$ cat src/rtl/tri_st_add_seq.sv
// Two-thread multi-cycle adder: one CW-bit lookahead slice walks a WIDTH-bit add/sub LSB chunk first.
// Define TRI_ST_ADD_SEQ_B2B_EN to let a new request issue from DONE in the same cycle the result is taken.
module tri_st_add_seq #(
  parameter int WIDTH = 64,
  parameter int CW    = 16
) (
  input  logic             clk,
  input  logic             rst,
  input  logic [1:0]       req_val,
  output logic [1:0]       req_rdy,
  input  logic [0:WIDTH-1] req0_a,
  input  logic [0:WIDTH-1] req0_b,
  input  logic             req0_sub,
  input  logic [0:WIDTH-1] req1_a,
  input  logic [0:WIDTH-1] req1_b,
  input  logic             req1_sub,
  output logic             rsp_val,
  input  logic             rsp_rdy,
  output logic             rsp_tid,
  output logic [0:WIDTH-1] rsp_sum,
  output logic             rsp_cout,
  output logic             rsp_ovf,
  output logic             busy
);

  localparam int N     = WIDTH / CW;
  localparam int NG    = CW / 8;
  localparam int CNT_W = (N > 1) ? $clog2(N) : 1;
  localparam logic [CNT_W-1:0] LAST_K = CNT_W'(N - 1);

  typedef enum logic [1:0] {IDLE, BUSY, DONE} state_t;

  typedef struct packed {
    logic [7:0] sum;
    logic       gen;
    logic       xmit;
  } grp_t;

  state_t           state_q, state_d;
  logic [WIDTH-1:0] a_q, a_d;
  logic [WIDTH-1:0] b_q, b_d;
  logic [WIDTH-1:0] sum_q, sum_d;
  logic             carry_q, carry_d;
  logic             ovf_q, ovf_d;
  logic             tid_q, tid_d;
  logic             last_q, last_d;
  logic [CNT_W-1:0] cnt_q, cnt_d;

  logic [1:0]       grant;
  logic             hs;
  logic             hs_tid;
  logic [WIDTH-1:0] sel_a, sel_b;
  logic             sel_sub;
  logic [CW-1:0]    ch_a, ch_b, ch_sum;
  logic [NG:0]      gc;
  logic             ch_cmsb;
  grp_t             grp_res;

  // 8-bit cell: ripple sum plus the group generate/transmit terms used for lookahead between cells
  function automatic grp_t grp8(input logic [7:0] x, input logic [7:0] y, input logic cin);
    grp_t       r;
    logic [7:0] gen, xmit, c;
    gen  = x & y;
    xmit = x ^ y;
    c    = '0;
    c[0] = cin;
    for (int i = 0; i < 7; i++) c[i+1] = gen[i] | (xmit[i] & c[i]);
    r.sum = xmit ^ c;
    r.gen = gen[0];
    for (int i = 1; i < 8; i++) r.gen = gen[i] | (xmit[i] & r.gen);
    r.xmit = &xmit;
    return r;
  endfunction

  always_comb begin
    grant = req_val;
    if (req_val == 2'b11) grant = last_q ? 2'b01 : 2'b10;
  end

  always_comb begin
    req_rdy = 2'b00;
    if (!rst) begin
      if (state_q == IDLE) req_rdy = grant;
`ifdef TRI_ST_ADD_SEQ_B2B_EN
      else if (state_q == DONE && rsp_rdy) req_rdy = grant;
`else
      else req_rdy = 2'b00;
`endif
    end
  end

  assign hs      = |(req_val & req_rdy);
  assign hs_tid  = req_rdy[1];
  assign sel_a   = hs_tid ? req1_a : req0_a;
  assign sel_b   = hs_tid ? req1_b : req0_b;
  assign sel_sub = hs_tid ? req1_sub : req0_sub;

  always_comb begin
    ch_a = '0;
    ch_b = '0;
    for (int k = 0; k < N; k++) begin
      if (cnt_q == CNT_W'(k)) begin
        ch_a = a_q[k*CW +: CW];
        ch_b = b_q[k*CW +: CW];
      end
    end
  end

  always_comb begin
    grp_res = '0;
    ch_sum  = '0;
    gc      = '0;
    gc[0]   = carry_q;
    for (int j = 0; j < NG; j++) begin
      grp_res = grp8(ch_a[j*8 +: 8], ch_b[j*8 +: 8], gc[j]);
      ch_sum[j*8 +: 8] = grp_res.sum;
      gc[j+1] = grp_res.gen | (grp_res.xmit & gc[j]);
    end
  end

  // Carry into the top bit falls out of sum ^ a ^ b, so no extra chain is needed for overflow
  assign ch_cmsb = ch_sum[CW-1] ^ ch_a[CW-1] ^ ch_b[CW-1];

  always_comb begin
    state_d = state_q;
    a_d     = a_q;
    b_d     = b_q;
    sum_d   = sum_q;
    carry_d = carry_q;
    ovf_d   = ovf_q;
    tid_d   = tid_q;
    last_d  = last_q;
    cnt_d   = cnt_q;
    case (state_q)
      IDLE: state_d = IDLE;
      BUSY: begin
        for (int k = 0; k < N; k++) begin
          if (cnt_q == CNT_W'(k)) sum_d[k*CW +: CW] = ch_sum;
        end
        carry_d = gc[NG];
        cnt_d   = cnt_q + CNT_W'(1);
        if (cnt_q == LAST_K) begin
          ovf_d   = ch_cmsb ^ gc[NG];
          state_d = DONE;
        end
      end
      DONE: begin
        if (rsp_rdy) state_d = IDLE;
      end
      default: state_d = IDLE;
    endcase
    // Subtract is a + ~b + 1: the +1 rides in as the first chunk's carry
    if (hs) begin
      a_d     = sel_a;
      b_d     = sel_sub ? ~sel_b : sel_b;
      carry_d = sel_sub;
      cnt_d   = '0;
      tid_d   = hs_tid;
      last_d  = hs_tid;
      state_d = BUSY;
    end
  end

  always_ff @(posedge clk) begin
    if (rst) begin
      state_q <= IDLE;
      a_q     <= '0;
      b_q     <= '0;
      sum_q   <= '0;
      carry_q <= 1'b0;
      ovf_q   <= 1'b0;
      tid_q   <= 1'b0;
      last_q  <= 1'b1;
      cnt_q   <= '0;
    end else begin
      state_q <= state_d;
      a_q     <= a_d;
      b_q     <= b_d;
      sum_q   <= sum_d;
      carry_q <= carry_d;
      ovf_q   <= ovf_d;
      tid_q   <= tid_d;
      last_q  <= last_d;
      cnt_q   <= cnt_d;
    end
  end

  assign rsp_val  = (state_q == DONE);
  assign busy     = (state_q != IDLE);
  assign rsp_tid  = tid_q;
  assign rsp_sum  = sum_q;
  assign rsp_cout = carry_q;
  assign rsp_ovf  = ovf_q;

endmodule

$ cat config.mk
export PLATFORM = sky130hd
export DESIGN_NAME = tri_st_add_seq
export DESIGN_NICKNAME = d
export VERILOG_FILES = /design/src/rtl/tri_st_add_seq.sv
export SDC_FILE = /design/constraint.sdc
export NUM_CORES = 1
export LEC_CHECK = 0
export ABC_AREA = 1
export ABC_CLOCK_PERIOD_IN_PS = 6700
export BUFFER_PORTS_ARGS = -buffer_cell sky130_fd_sc_hd__buf_2
export CAP_MARGIN = 20
export CORE_MARGIN = 2
export CORE_UTILIZATION = 28
export CTS_CLUSTER_SIZE = 10
export DETAILED_ROUTE_END_ITERATION = 10
export GPL_TIMING_DRIVEN = 0
export SYNTH_ARGS = -nofsm -noshare
export SYNTH_HDL_FRONTEND = slang
export SYNTH_SLANG_ARGS = --single-unit
$ cat constraint.sdc
create_clock -name clk -period 6.7 [get_ports clk]
set_clock_uncertainty 0.15 [all_clocks]
set_input_delay 1.005 -clock clk [delete_from_list [all_inputs] [get_ports clk]]
set_output_delay 1.005 -clock clk [all_outputs]
set_load 0.05 [all_outputs]
==> metrics.md <==
| Metric | Value |
|---|---|
| Number of I/O port buffers | 333 |
| CP max stage cell | fa_1 |
| Initial Utilization | 28.3% |
| Chip Height | 196 µm |
| Power Density | 260 nW/µm² |
| Post-synthesis adder-cell area fraction | 5.16% |
| Total gr overflow | 0 |
| Total track usage | 21.5% |
| Std-Cell Rows | 70 |
| Vias | 11,006 |
| Num ports | 334 |
| Least-Margin Pin Slew | 0.781 ns |
| Cells after synthesis | 1,389 |
| # Max-Cap Violations | 0 |
| Pins Over Slew Limit | 0 |
| Post-Place Cells | 2,190 |
| Drc violations | 0 |
| Share of layout cells above drive strength 1 | 29.3% |
| Final Power | 3.49 mW |
| RSZ-0062 raised after global routing | no |
| Drt total wl | 42.3 mm |
| Worst hold stages | 2 |
| WL/cell | 18.9 µm |
| Compound-Gate Fraction of Synth Area | 27.2% |
| Worst-Skew Late Latency | 0.45 ns |
| Peak Freq | 156 MHz |
| Largest family of logic cells by synthesized area | compound AO/OA/AOI/OAI gates |
| Flop-to-flop setup slack | 0.28 ns |
| Area of the core | 36,300 µm² |
| WS Path Type | register to register |
| Worst EP required | 6.90 ns |
| Clock period minus worst slack | 6.42 ns |
| Worst-path maximum fanout | 10 |
| #FFs+latches synth | 200 |
| CTS Sinks | 200 |
| Peak supply drop | 0.134 mV |
| Syn Nets | 1,686 |
| Outcome | finished, final reports clean |
| Vias in the first global route | 10,504 |
| Mapped Avg Cell Area | 7.40 µm² |
| Mux contribution to synthesized area | 0.195% |
| CTS hold repair buffers | 0 |
| Period utilization | 95.8% |
| Lkg Pwr | 6.29 nW |
| Startpoint class of the critical path | register |
| Reg2reg end | rsp_ovf |
| Finished Layout Cells | 2,235 |
| Initial DRC count | 629 |
| First-pass GRT wire length | 61.7 mm |
| Hold Fails Final Rpt | 0 |
| Clock root buffer | clkbuf_16 |
| Area fraction in and, or, nand and nor cells after synthesis | 13.5% |
| Post-synthesis cell type count | 31 |
| CTS max path bufs | 2 |
| CTS Buf Count | 17 |
| Xor and xnor area share after synthesis | 4.26% |
| Final setup violation count | 0 |
| DPL Wire Length | 34.0 mm |
| CTS tree | built |
| CP peak stage delay | 0.45 ns |
| Mapped Area | 10,300 µm² |
| Yosys Warn Count | 0 |
| H-tree Lvls | 4 |
| Initial antenna violation count | 1 |
| R2R depth | 33 |
| TritonRoute pass-1 iters | 5 |
| Leading cell types in the layout, fill and taps excluded | buf_2 (364), dfxtp_1 (198), a21oi_1 (186) |
| Worst Hold Class | register to register |
| Antenna Violating Nets Remaining | 0 |
| Sequential area share after synthesis | 39.0% |
| Setup crit end kind | register |
| Area growth, synth to finish | 30.9% |
| Largest net degree at the start of global routing | 21 |
| GPL Wtd Cong | 0.923 |
| Clk pin slew, worst setup/hold paths | 0.07 ns |
| Final Net Count | 2,050 |
| Hold endpoint | rsp_sum[61] |
| Commonest non-fill, non-tap cell in the layout | buf_2 |
| Startpoint of the worst hold path | rsp_sum[61] |
| Critical Path AT | 6.62 ns |
| Origin of the worst setup path | cnt_q[1] |
| Worst r2r src | cnt_q[1] |
| Vias per inst | 4.92 |
| Die area | 38,300 µm² |
| Setup TNS | 0 ns |
| Worst hold margin | 0.325 ns |
| Die W | 196 µm |
| Rel. slew slack | 48.0% |
how the worst max path moves through the flow:
| stage | end | depth (start not counted) |
|---|---|---|
| 2_1_floorplan | rsp_ovf | 31 |
| 3_3_place_gp | rsp_ovf | 32 |
| 3_5_place_dp | rsp_ovf | 36 |
| 4_1_cts | rsp_ovf | 34 |
| 5_1_grt | rsp_ovf | 34 |
| 6_report | rsp_ovf | 33 |
synthesized netlist by cell type, drive strengths merged:
cell / number / area [µm²]
a21boi: 1 / 11.3
a21o: 1 / 7.51
a21oi: 186 / 931
a22oi: 23 / 173
buf: 44 / 239
clkbuf: 63 / 236
clkinv: 1 / 3.75
dfxtp: 200 / 4000
fa: 14 / 280
ha: 20 / 250
inv: 166 / 623
mux2i: 2 / 20.0
nand2: 116 / 435
nand3: 41 / 218
nor2: 106 / 398
nor3: 3 / 15.0
o211ai: 2 / 15.0
o21a: 1 / 7.51
o21ai: 199 / 1010
o221ai: 11 / 96.3
o22ai: 88 / 551
or2: 51 / 319
xnor2: 10 / 87.6
xor2: 40 / 350
kinds of logic after synthesis:
family,after synthesis
muxes,2
buffers and inverters,274
adders and majority gates,34
xor gates and xnor gates,50
and+or+nand+nor,317
AOI/OAI and AO/OA,512
DFF,200
critical path: cells and delay by family, from the launching register on:
family	cells	cell delay [ns]
buffers and inverters	9	0.89
xor gates and xnor gates	1	0.24
adders and majority gates	9	3.35
AOI/OAI and AO/OA	2	0.42
and+or+nand+nor	12	0.91
DFF	1	0.34
flip-flops by register name, summed over array words and instances (netlist names):
register,count
rsp_cout,1
rsp_sum,64
cnt_q,2
state_q,2
rsp_ovf,1
b_q,64
rsp_tid,1
a_q,64
last_q,1
stage by stage:
stage	instance area, µm²	setup WS, ns	util [%]
floorplan	10300	0.221	-
global placement	12500	-0.882	34.5
detailed placement	12500	-0.934	34.5
CTS	13300	0.0131	36.6
global route	13500	0.0152	37.0
finish	13500	0.282	37.0
layout make-up:
class | count | area (µm²)
flip-flops and latches | 200 | 4010
repair buffers | 345 | 1790
well taps | 468 | 586
multi-input cells | 915 | 5270
clock inverters | 15 | 188
inverters | 167 | 631
clock buffers | 17 | 425
fillers | 3876 | 22900
plain buffers | 107 | 559
diodes | 1 | 2.50
where the power goes:
part,total [mW],internal [mW],switching (mW)
Clock,1.08,0.538,0.542
Combinational,1.05,0.377,0.669
Sequential,1.37,1.32,0.0506
Total,3.49,2.23,1.26
what timing repair did:
item | in CTS | in global routing
setup buffers | 5 | 5
pin swaps | 2 | 6
gates cloned | 0 | 2
gates resized for setup | 45 | 36
setup endpoints to repair | 9 | 5
routing by layer:
layer	global-route usage [%]	up-vias	wire, µm
met5	0	-	0
met4	7.18	0	1120
met3	3.02	64	2550
met2	36.8	439	20200
met1	27.9	5118	18500
li1	-	5385	-
Note: power is estimated with default switching activity, not from simulation.
